File: config.mk
export PLATFORM = sky130hd
export DESIGN_NAME = tff_count_sequencer
export DESIGN_NICKNAME = d
export VERILOG_FILES = /design/src/rtl/tff_count_sequencer.sv
export SDC_FILE = /design/constraint.sdc
export NUM_CORES = 1
export LEC_CHECK = 0
export ABC_AREA = 1
export CAP_MARGIN = 15
export CORE_UTILIZATION = 45
export CTS_CLUSTER_SIZE = 12
export DETAILED_ROUTE_END_ITERATION = 16
export PLACE_DENSITY = 0.71
export SYNTH_ARGS = -nofsm -noshare
export SYNTH_HDL_FRONTEND = slang
export SYNTH_SLANG_ARGS = --single-unit
File: constraint.sdc
create_clock -name clk -period 2.45 [get_ports clk]
set_clock_uncertainty 0.2 [all_clocks]
set_input_delay 0.49 -clock clk [delete_from_list [all_inputs] [get_ports clk]]
set_output_delay 0.49 -clock clk [all_outputs]
set_load 0.01 [all_outputs]
File: src/rtl/tff_count_sequencer.sv
// Bounded up/down counter built from a bank of WIDTH toggle flip-flops; every
// state change is a toggle vector. Define TFF_AUTO_RELOAD_EN to wrap at terminal count.
module tff_count_sequencer #(
  parameter int WIDTH = 4
) (
  input  logic             clk,
  input  logic             rst_n,
  input  logic             start,
  input  logic             stop,
  input  logic             up_down,
  input  logic [WIDTH-1:0] limit,
  output logic [WIDTH-1:0] t_vec,
  output logic [WIDTH-1:0] q,
  output logic             busy,
  output logic             done
);

  localparam logic [0:0] IDLE = 1'b0;
  localparam logic [0:0] RUN  = 1'b1;

  logic [0:0]       state_q, state_d;
  logic [WIDTH-1:0] q_q, q_d;
  logic [WIDTH-1:0] limit_q, limit_d;
  logic             dir_q, dir_d;
  logic             busy_q, busy_d;
  logic             done_q, done_d;
  logic [WIDTH-1:0] t_vec_c;
  logic [WIDTH-1:0] up_t, dn_t;

  // Ripple toggle rules: bit i flips when all lower bits are 1 (up) or 0 (down).
  always_comb begin
    up_t[0] = 1'b1;
    dn_t[0] = 1'b1;
    for (int i = 1; i < WIDTH; i++) begin
      up_t[i] = up_t[i-1] & q_q[i-1];
      dn_t[i] = dn_t[i-1] & ~q_q[i-1];
    end
  end

  always_comb begin
    // NOTE: every variable gets a default first so no path leaves one unassigned (no latches).
    state_d = state_q;
    limit_d = limit_q;
    dir_d   = dir_q;
    done_d  = 1'b0;
    t_vec_c = '0;
    if (state_q == IDLE) begin
      if (start && !stop) begin
        limit_d = limit;
        dir_d   = up_down;
        // Load is a toggle too: flip exactly the bits that differ from the target.
        t_vec_c = up_down ? q_q : (q_q ^ limit);
        state_d = RUN;
      end
    end else if (stop) begin
      state_d = IDLE;
    end else if (dir_q) begin
      if (q_q == limit_q) begin
        t_vec_c = q_q;
        done_d  = 1'b1;
`ifndef TFF_AUTO_RELOAD_EN
        state_d = IDLE;
`endif
      end else begin
        t_vec_c = up_t;
      end
    end else begin
      if (q_q == '0) begin
        done_d  = 1'b1;
`ifdef TFF_AUTO_RELOAD_EN
        t_vec_c = limit_q;
`else
        state_d = IDLE;
`endif
      end else begin
        t_vec_c = dn_t;
      end
    end
    q_d    = q_q ^ t_vec_c;
    busy_d = (state_d == RUN);
  end

  // NOTE: sequential state uses non-blocking assignments so all flops update together.
  always_ff @(posedge clk or negedge rst_n) begin
    if (!rst_n) begin
      state_q <= IDLE;
      q_q     <= '0;
      limit_q <= '0;
      dir_q   <= 1'b1;
      busy_q  <= 1'b0;
      done_q  <= 1'b0;
    end else begin
      state_q <= state_d;
      q_q     <= q_d;
      limit_q <= limit_d;
      dir_q   <= dir_d;
      busy_q  <= busy_d;
      done_q  <= done_d;
    end
  end

  assign t_vec = rst_n ? t_vec_c : '0;
  assign q     = q_q;
  assign busy  = busy_q;
  assign done  = done_q;

endmodule

* After elaboration in Yosys (flattened, before gate mapping)
Index checks and enable logic that the tools add are counted.
Storage, ports and cells: register bits 11, logic and storage cells 39
Cells by class: eq/ne operators 1, muxes and demuxes 19, bitwise operators 10, reductions and logical operators 4
Operators by type and width (count):
- $mux 4 | 8
- $mux 1 | 11
- $xor 4x4->4 | 2
- $and 1x1->1 | 4
- $eq 4x4->1 | 1
- $logic_not 4->1 | 1
- $not 1->1 | 4
- $reduce_and 2->1 | 1
- $logic_and 1x1->1 | 1
- $logic_not 1->1 | 1

* Logic depth before layout (Yosys ltp)
Gate-level depths: netlist of the first run.
word-level depth 8, depth in mapped cells 13, mapped depth without buffers 12

* Least setup slack after synthesis of the first run
OpenSTA, ideal clock, no wires.
kind reg2out, start reg q_q[2], in the netlist q[2], end out t_vec[3], arrival time 1319 ps, data required time 1760 ps, path slack 441 ps, stages on the path, launching flop included 12, cell sequence dfrtp_1 buf_4 inv_2 nand2_1 nand2_2 nor2_4 nand2_4 nand2_2 nand2_1 nand2_1 nand2_2 a21oi_1
On the way: longest elaborated chain between the ends 7, elaborated cells on any way between the ends 11, classes of those cells eq/ne: 1; mux: 6; bitwise: 3; reduce/logical: 1
RTL lines:
- start: declaration | RTL line 22 | logic [WIDTH-1:0] q_q, q_d;
- start signal: assignment | RTL line 94 | q_q <= q_d;
- parallel branches: the longest is 3 deep, another holds $eq 4x4->1
- $mux 4 * | RTL line 57 | end else if (dir_q) begin
- $mux 4 * | RTL line 55 | end else if (stop) begin
- $mux 4 * | RTL line 47 | if (state_q == IDLE) begin
- $mux 4 * | RTL line 102 | assign t_vec = rst_n ? t_vec_c : '0;
- end: declaration | RTL line 12 | output logic [WIDTH-1:0] t_vec,
Every way passes the cells marked *.

* Final worst setup path of the first run
start reg q_q[0], in the netlist q[0], end out t_vec[1]
On the way: longest elaborated chain between the ends 6, elaborated cells on any way between the ends 9, classes of those cells eq/ne: 1; mux: 6; bitwise: 1; reduce/logical: 1
RTL lines:
- $eq 4x4->1, or another cell as far along | RTL line 58 | if (q_q == limit_q) begin
- $mux 4 (on tied branches) | RTL line 58, 68
- $mux 4 * | RTL line 57
- $mux 4 * | RTL line 55
- $mux 4 * | RTL line 47
- $mux 4 * | RTL line 102
Every way passes the cells marked *; elsewhere a longest branch is shown, timed or not.

==> results of run 1 <==
## registers in the layout, summed over array words and instances, names as in the netlist
signal   cells
busy         1
dir_q        1
done         1
limit_q      4
q            4
## synthesized netlist by cell type, types with 2 or more instances
master,count,area [um^2]
o21ai_0,5,25.0
o21ai_1,2,10.0
dfrtp_1,10,250
inv_1,10,37.5
nand3_1,11,55.1
a21oi_1,6,30.0
nor2_1,4,15.0
inv_2,7,26.3
nand2_1,49,184
nor2_4,2,22.5
nand2_2,6,37.5
## metrics by stage
step / power (mW) / setup slack [ps] / hold slack, ps / utilization, %
5_1_grt: 1.32 / -26.3 / 321 / 79.9
2_1_floorplan: 0.692 / 441 / -5.59 / -
4_1_cts: 1.17 / 4.45 / 336 / 77.6
3_3_place_gp: 1.01 / -395 / 354 / 73.2
6_report: 1.25 / 51.9 / 297 / 79.9
3_5_place_dp: 1.02 / -414 / 358 / 73.2
## worst min-delay path, cell delays in order
cell and delay [ps]:
dlymetal6s2s_1 140, nand2_1 60, o21ai_0 80
## kinds of logic after synthesis
| family | synth area share [%] |
|---|---|
| simple gates | 43.2 |
| buf+inv | 10.1 |
| compound gates | 10.2 |
| flops | 35.4 |
| xor+xnor | 1.12 |
## worst max path at each step
stage / slack, ps / to / cells past startpoint
2_1_floorplan: 440 / t_vec[3] / 11
3_3_place_gp: -390 / t_vec[3] / 10
3_5_place_dp: -410 / t_vec[0] / 10
4_1_cts: 4 / t_vec[2] / 9
5_1_grt: -30 / t_vec[1] / 9
6_report: 50 / t_vec[1] / 9
## power by group
group / total (mW) / switching (mW) / internal, mW / leakage (nW)
clock network: 0.126 / 0.0650 / 0.0606 / 0.0177
registers: 0.303 / 0.0584 / 0.245 / 0.133
logic: 0.818 / 0.427 / 0.391 / 0.539
## repair_timing
item	in CTS	in global routing
setup endpoints to repair	4	5
gates resized for setup	19	10
gates cloned	0	0
pin swaps	2	1
buffers inserted	6	2
## final cells by class
type	count	area, um^2	area share [%]
Multi-Input combinational cell	90	460	37.0
Timing Repair Buffer	47	390	31.4
Sequential cell	11	279	22.4
Inverter	18	67.6	5.43
Clock buffer	3	22.5	1.81
Tap cell	16	20.0	1.61
Clock inverter	1	5.00	0.402
## placed cells by master (no fill, tap or decap), drive strengths merged
cell type      instances
a21oi                  6
buf                   32
clkbuf                 4
clkdlybuf4s50         11
clkinv                 1
dfrtp                 10
dfstp                  1
dlygate4sd2            2
dlymetal6s2s           1
inv                   18
nand2                 56
nand3                 11
nand4                  1
nor2                   6
o21ai                  7
o22ai                  1
o32ai                  1
xor2                   1
## per-layer routing
| layer | vias to the layer above | wire (um) | share of wire (%) |
|---|---|---|---|
| met1 | 458 | 1010 | 42 |
| met5 | - | 0 | 0 |
| met4 | 0 | 83 | 3.4 |
| li1 | 475 | - | - |
| met2 | 43 | 1200 | 50 |
| met3 | 11 | 126 | 5.2 |
==> out/qor.csv, run 1 <==
stage,metric,value,unit
global_routing,GRT met1 Usage,34.6,%
global_routing,GRT overflow,0,
hold_path,Hold Path Cell Cnt,3,
global_routing,antenna violations before repair,0,
route,Routed wire per std cell,13.0,um
logic_synthesis,"EDFF count, synth",0,
power_and_ir_drop,leakage,0.690,nW
floorplanning,I/O pin cnt,19,
hold_path,min-delay src,up_down,
floorplanning,initial core utilization,50.2,%
clock_network,CTS Root Cell,clkbuf_4,
floorplanning,die height,43.7,um
setup_path,CP max stage cell,dfrtp_2,
logic_synthesis,Synth Cell Area,782,um^2
setup_path,Arrival @ worst endpoint,1710,ps
logic_synthesis,Syn Nets,130,
setup_path,max incr delay on CP,440,ps
layout,fin area,1240,um^2
status,status,"finished, violations left",
logic_synthesis,Syn Inst Count,121,
setup_path,worst setup path category,reg -> out,
setup_path,crit end category,output pin,
route,drt first pass iters,10,
clock_network,clock slew at reported path FFs,70,ps
timing,"Hold Vio Cnt, Final",0,
layout,Final Instance Count excl. Fillers,186,
route,Routed WL,2.42,mm
hold_path,Worst Hold Class,in -> reg,
setup_path,WP data required,1760,ps
power_and_ir_drop,worst vdd ir,0.000641,V
timing,crit path time final,2400,ps
global_routing,met2 Use GR,43.0,%
logic_synthesis,async set-or-reset flop fraction in the synthesized netlist,100,%
setup_path,"Buf+Inv Stages, Crit Path",3,
placement,Post-DP Area,1140,um^2
timing,Max-slew headroom,84.5,%
layout,Layout area overhead,59.2,%
layout,proportion of layout cells with a drive suffix above 1,38.8,%
setup_path,Crit. Startpoint,q[0],
logic_synthesis,"flops & latches, synth",11,
clock_network,Num CTS Buffers,3,
placement,Post-Place Cells,174,
setup_path,r2r startpoint,dir_q,
clock_network,clk_lat worst skew,280,ps
timing,final worst path period share,97.9,%
route,Detail Route Antenna Nets,0,
floorplanning,core area,1560,um^2
placement,routability congestion estimate from global placement,0.843,
layout,number of filler cells placed in the layout,123,
placement,post-detail-place hpwl,1.54,mm
global_routing,vias in the first global route,858,
route,DRC Markers,1,
setup_path,reg-to-reg endpoint,q[0],
clock_network,CTS tree,yes,
global_routing,Total Routing Usage GR,27.3,%
global_routing,pin count of the biggest net entering global routing,12,
placement,PortBufs,18,
floorplanning,die area,1910,um^2
logic_synthesis,Synth Flop Type,dfrtp_1,
setup_path,Reg2Reg Setup Slack,180,ps
timing,Worst-Margin Slew,232,ps
timing,final setup violation count,0,
logic_synthesis,Unique masters post-synth,20,
floorplanning,chip width,43.7,um
route,initial DRC count,52,
layout,Nets,180,
layout,# diodes,0,
route,via count,987,
job,Max Cap Viol,0,
setup_path,CP startpoint kind,register,
logic_synthesis,Post-Synthesis Mean Instance Area,6.46,um^2
power_and_ir_drop,PwrDens,1000,nW/um^2
timing,fmax,417,MHz
setup_path,CP top delay family,simple AND/OR/NAND/NOR gates,
timing,setup_tns,0,ps
timing,Final Slew Violations,0,
setup_path,Worst R2R Path Depth,12,
floorplanning,Row Count,14,
status,violated checks,design-rule violations,
global_routing,grt peak-use layer,met2,
logic_synthesis,sequential cell area fraction in the yosys report,35.4,%
global_routing,first-pass GRT wire length,3.73,mm
clock_network,H-tree depth,1,
setup_path,crit-path cells,inv_2 -> nand2_1 -> nand2_1 -> nor2_4 -> buf_4 -> nand3_1 -> nand4_2 -> a21oi_2 -> buf_2,
logic_synthesis,Synth warnings,0,
clock_network,cts hold-fix bufs,0,
hold_path,Min-Delay Endpoint,dir_q,
clock_network,clock sinks,11,
route,via/cell ratio,5.31,
setup_path,top fanout value on the critical path,5,
setup_path,crit-path most repeated cell,nand2_1,
global_routing,met3 GRT Util,7.92,%
clock_network,clock buffer depth,2,
(Power assumes the default switching activity.)
==> run 2: changes to the inputs <==
--- a/config.mk
+++ b/config.mk
@@ -11,6 +11,7 @@
 export CTS_CLUSTER_SIZE = 12
 export DETAILED_ROUTE_END_ITERATION = 16
 export PLACE_DENSITY = 0.71
+export SKIP_CTS_REPAIR_TIMING = 1
 export SYNTH_ARGS = -nofsm -noshare
 export SYNTH_HDL_FRONTEND = slang
 export SYNTH_SLANG_ARGS = --single-unit
==> run 2 against run 1 <==
Compared with the run above:
- highest routed layer unchanged
- the run still ends with design-rule violations left
- critical path type unchanged
- combinational power fell by 8.2%
- largest cell class unchanged
- non-clock buffer count is 7 lower
- clock-buffer cell count unchanged
- register-to-register slack improved by 620 ps
- hold slack gained 6.2 ps
- total power shrank 5.5%
==> out/qor.csv, run 2 (synthesis gave the netlist of run 1 again) <==
stage,metric,value,unit
setup_path,worst setup path category,reg -> out,
power_and_ir_drop,leakage,0.671,nW
timing,post-route setup slack,154,ps
power_and_ir_drop,PwrDens,976,nW/um^2
timing,Worst-Margin Slew,217,ps
global_routing,GRT overflow,0,
setup_path,WP data required,1760,ps
timing,"Hold Vio Cnt, Final",0,
placement,post-detail-place hpwl,1.54,mm
floorplanning,initial core utilization,50.2,%
status,status,"finished, violations left",
placement,dpl ws,-414,ps
route,via/cell ratio,5.07,
setup_path,crit-path most repeated cell,nand2_1,
status,violated checks,design-rule violations,
hold_path,min-delay src,up_down,
timing,Max-slew headroom,85.5,%
setup_path,CP startpoint kind,register,
layout,"commonest non-fill, non-tap cell in the layout",nand2_1,
floorplanning,die height,43.7,um
clock_network,clk_lat worst skew,270,ps
setup_path,crit end category,output pin,
layout,Nets,173,
route,Detail Route Antenna Nets,0,
layout,fin area,1210,um^2
placement,routability congestion estimate from global placement,0.843,
timing,final setup violation count,0,
timing,unrepaired setup endpoints after global routing,true,
floorplanning,I/O pin cnt,19,
floorplanning,core area,1560,um^2
layout,Layout area overhead,54.4,%
floorplanning,chip width,43.7,um
setup_path,max incr delay on CP,410,ps
route,Routed wire per std cell,11.5,um
clock_network,clock sinks,11,
route,drt first pass iters,10,
setup_path,CP max stage cell,dfrtp_2,
floorplanning,die area,1910,um^2
route,Routed WL,2.07,mm
timing,final worst path period share,93.7,%
clock_network,Num CTS Buffers,3,
global_routing,Total Routing Usage GR,23.8,%
timing,crit path time final,2300,ps
layout,# diodes,0,
route,DRC Markers,1,
clock_network,clock slew at reported path FFs,70,ps
job,Max Cap Viol,0,
hold_path,Worst Hold Class,in -> reg,
setup_path,crit-path cells,inv_2 -> nand2_1 -> nand2_1 -> nor2_4 -> nand3_1 -> nand3_1 -> nand2_1 -> a21oi_1 -> clkbuf_2,
global_routing,antenna violations before repair,0,
timing,fmax,436,MHz
global_routing,vias in the first global route,766,
clock_network,H-tree depth,1,
floorplanning,Row Count,14,
global_routing,pin count of the biggest net entering global routing,12,
setup_path,r2r startpoint,q[0],
placement,PortBufs,18,
power_and_ir_drop,overall power,1.18,mW
layout,"commonest non-fill, non-tap cells in the layout","nand2_1 (49), buf_4 (20), nand3_1 (11), clkdlybuf4s50_1 (11), inv_2 (9)",
setup_path,top fanout value on the critical path,5,
power_and_ir_drop,worst vdd ir,0.000630,V
setup_path,Crit. Startpoint,q[0],
placement,Post-DP Area,1140,um^2
global_routing,first-pass GRT wire length,3.28,mm
clock_network,CTS Root Cell,clkbuf_4,
setup_path,Arrival @ worst endpoint,1610,ps
timing,Final Slew Violations,0,
clock_network,CTS tree,yes,
clock_network,clock buffer depth,2,
layout,proportion of layout cells with a drive suffix above 1,37.4,%
route,via count,907,
route,initial DRC count,38,
==> run 2: through the flow <==
| stage | TNS, ps | instances | hold WS [ps] | util [%] |
|---|---|---|---|---|
| detailed placement | -1580 | 174 | 358 | 73.2 |
| global route | 0 | 179 | 321 | 77.4 |
| floorplan | 0 | 121 | -5.59 | - |
| finish | 0 | 179 | 304 | 77.4 |
| global placement | -1510 | 174 | 354 | 73.2 |
| CTS | -1650 | 178 | 336 | 75.0 |
==> run 2: metal layers <==
layer,vias up,global-route usage (%),share of wire [%]
li1,465,-,-
met1,408,32.0,44
met2,30,36.4,47
met3,4,7.50,6.9
met4,0,7.50,1.4
met5,-,0,0
==> run 2: layout make-up <==
class,instances,area [um^2]
clock inverters,1,5.00
fillers,125,352
inverters,18,70.1
flip-flops and latches,11,279
multi-input cells,90,462
clock buffers,3,22.5
repair buffers,40,349
well taps,16,20.0
==> run 2: path summary, 6_finish.rpt <==
check / endpoint / slack [ps] / cells after the start
worst max-delay path: t_vec[2] / 150 / 9
worst min-delay path: dir_q / 300 / 3
worst max register to register: q[0] / 800 / 12
worst min register to register: limit_q[2] / 380 / 2
max in group asynchronous: dir_q / 1480 / 2
min in group asynchronous: busy / 340 / 2
==> run 2: worst max-delay path, delay by kind of cell, from the launching register on <==
kind	cells	cell delay [ps]
simple gates	6	570
compound gates	1	140
flops	1	410
buf+inv	2	220
==> run 2: power by group <==
| part | total, mW | internal [mW] | switching [mW] | leakage [nW] |
|---|---|---|---|---|
| clock | 0.124 | 0.0605 | 0.0635 | 0.0177 |
| sequential | 0.303 | 0.245 | 0.0580 | 0.133 |
| combinational | 0.751 | 0.356 | 0.395 | 0.520 |
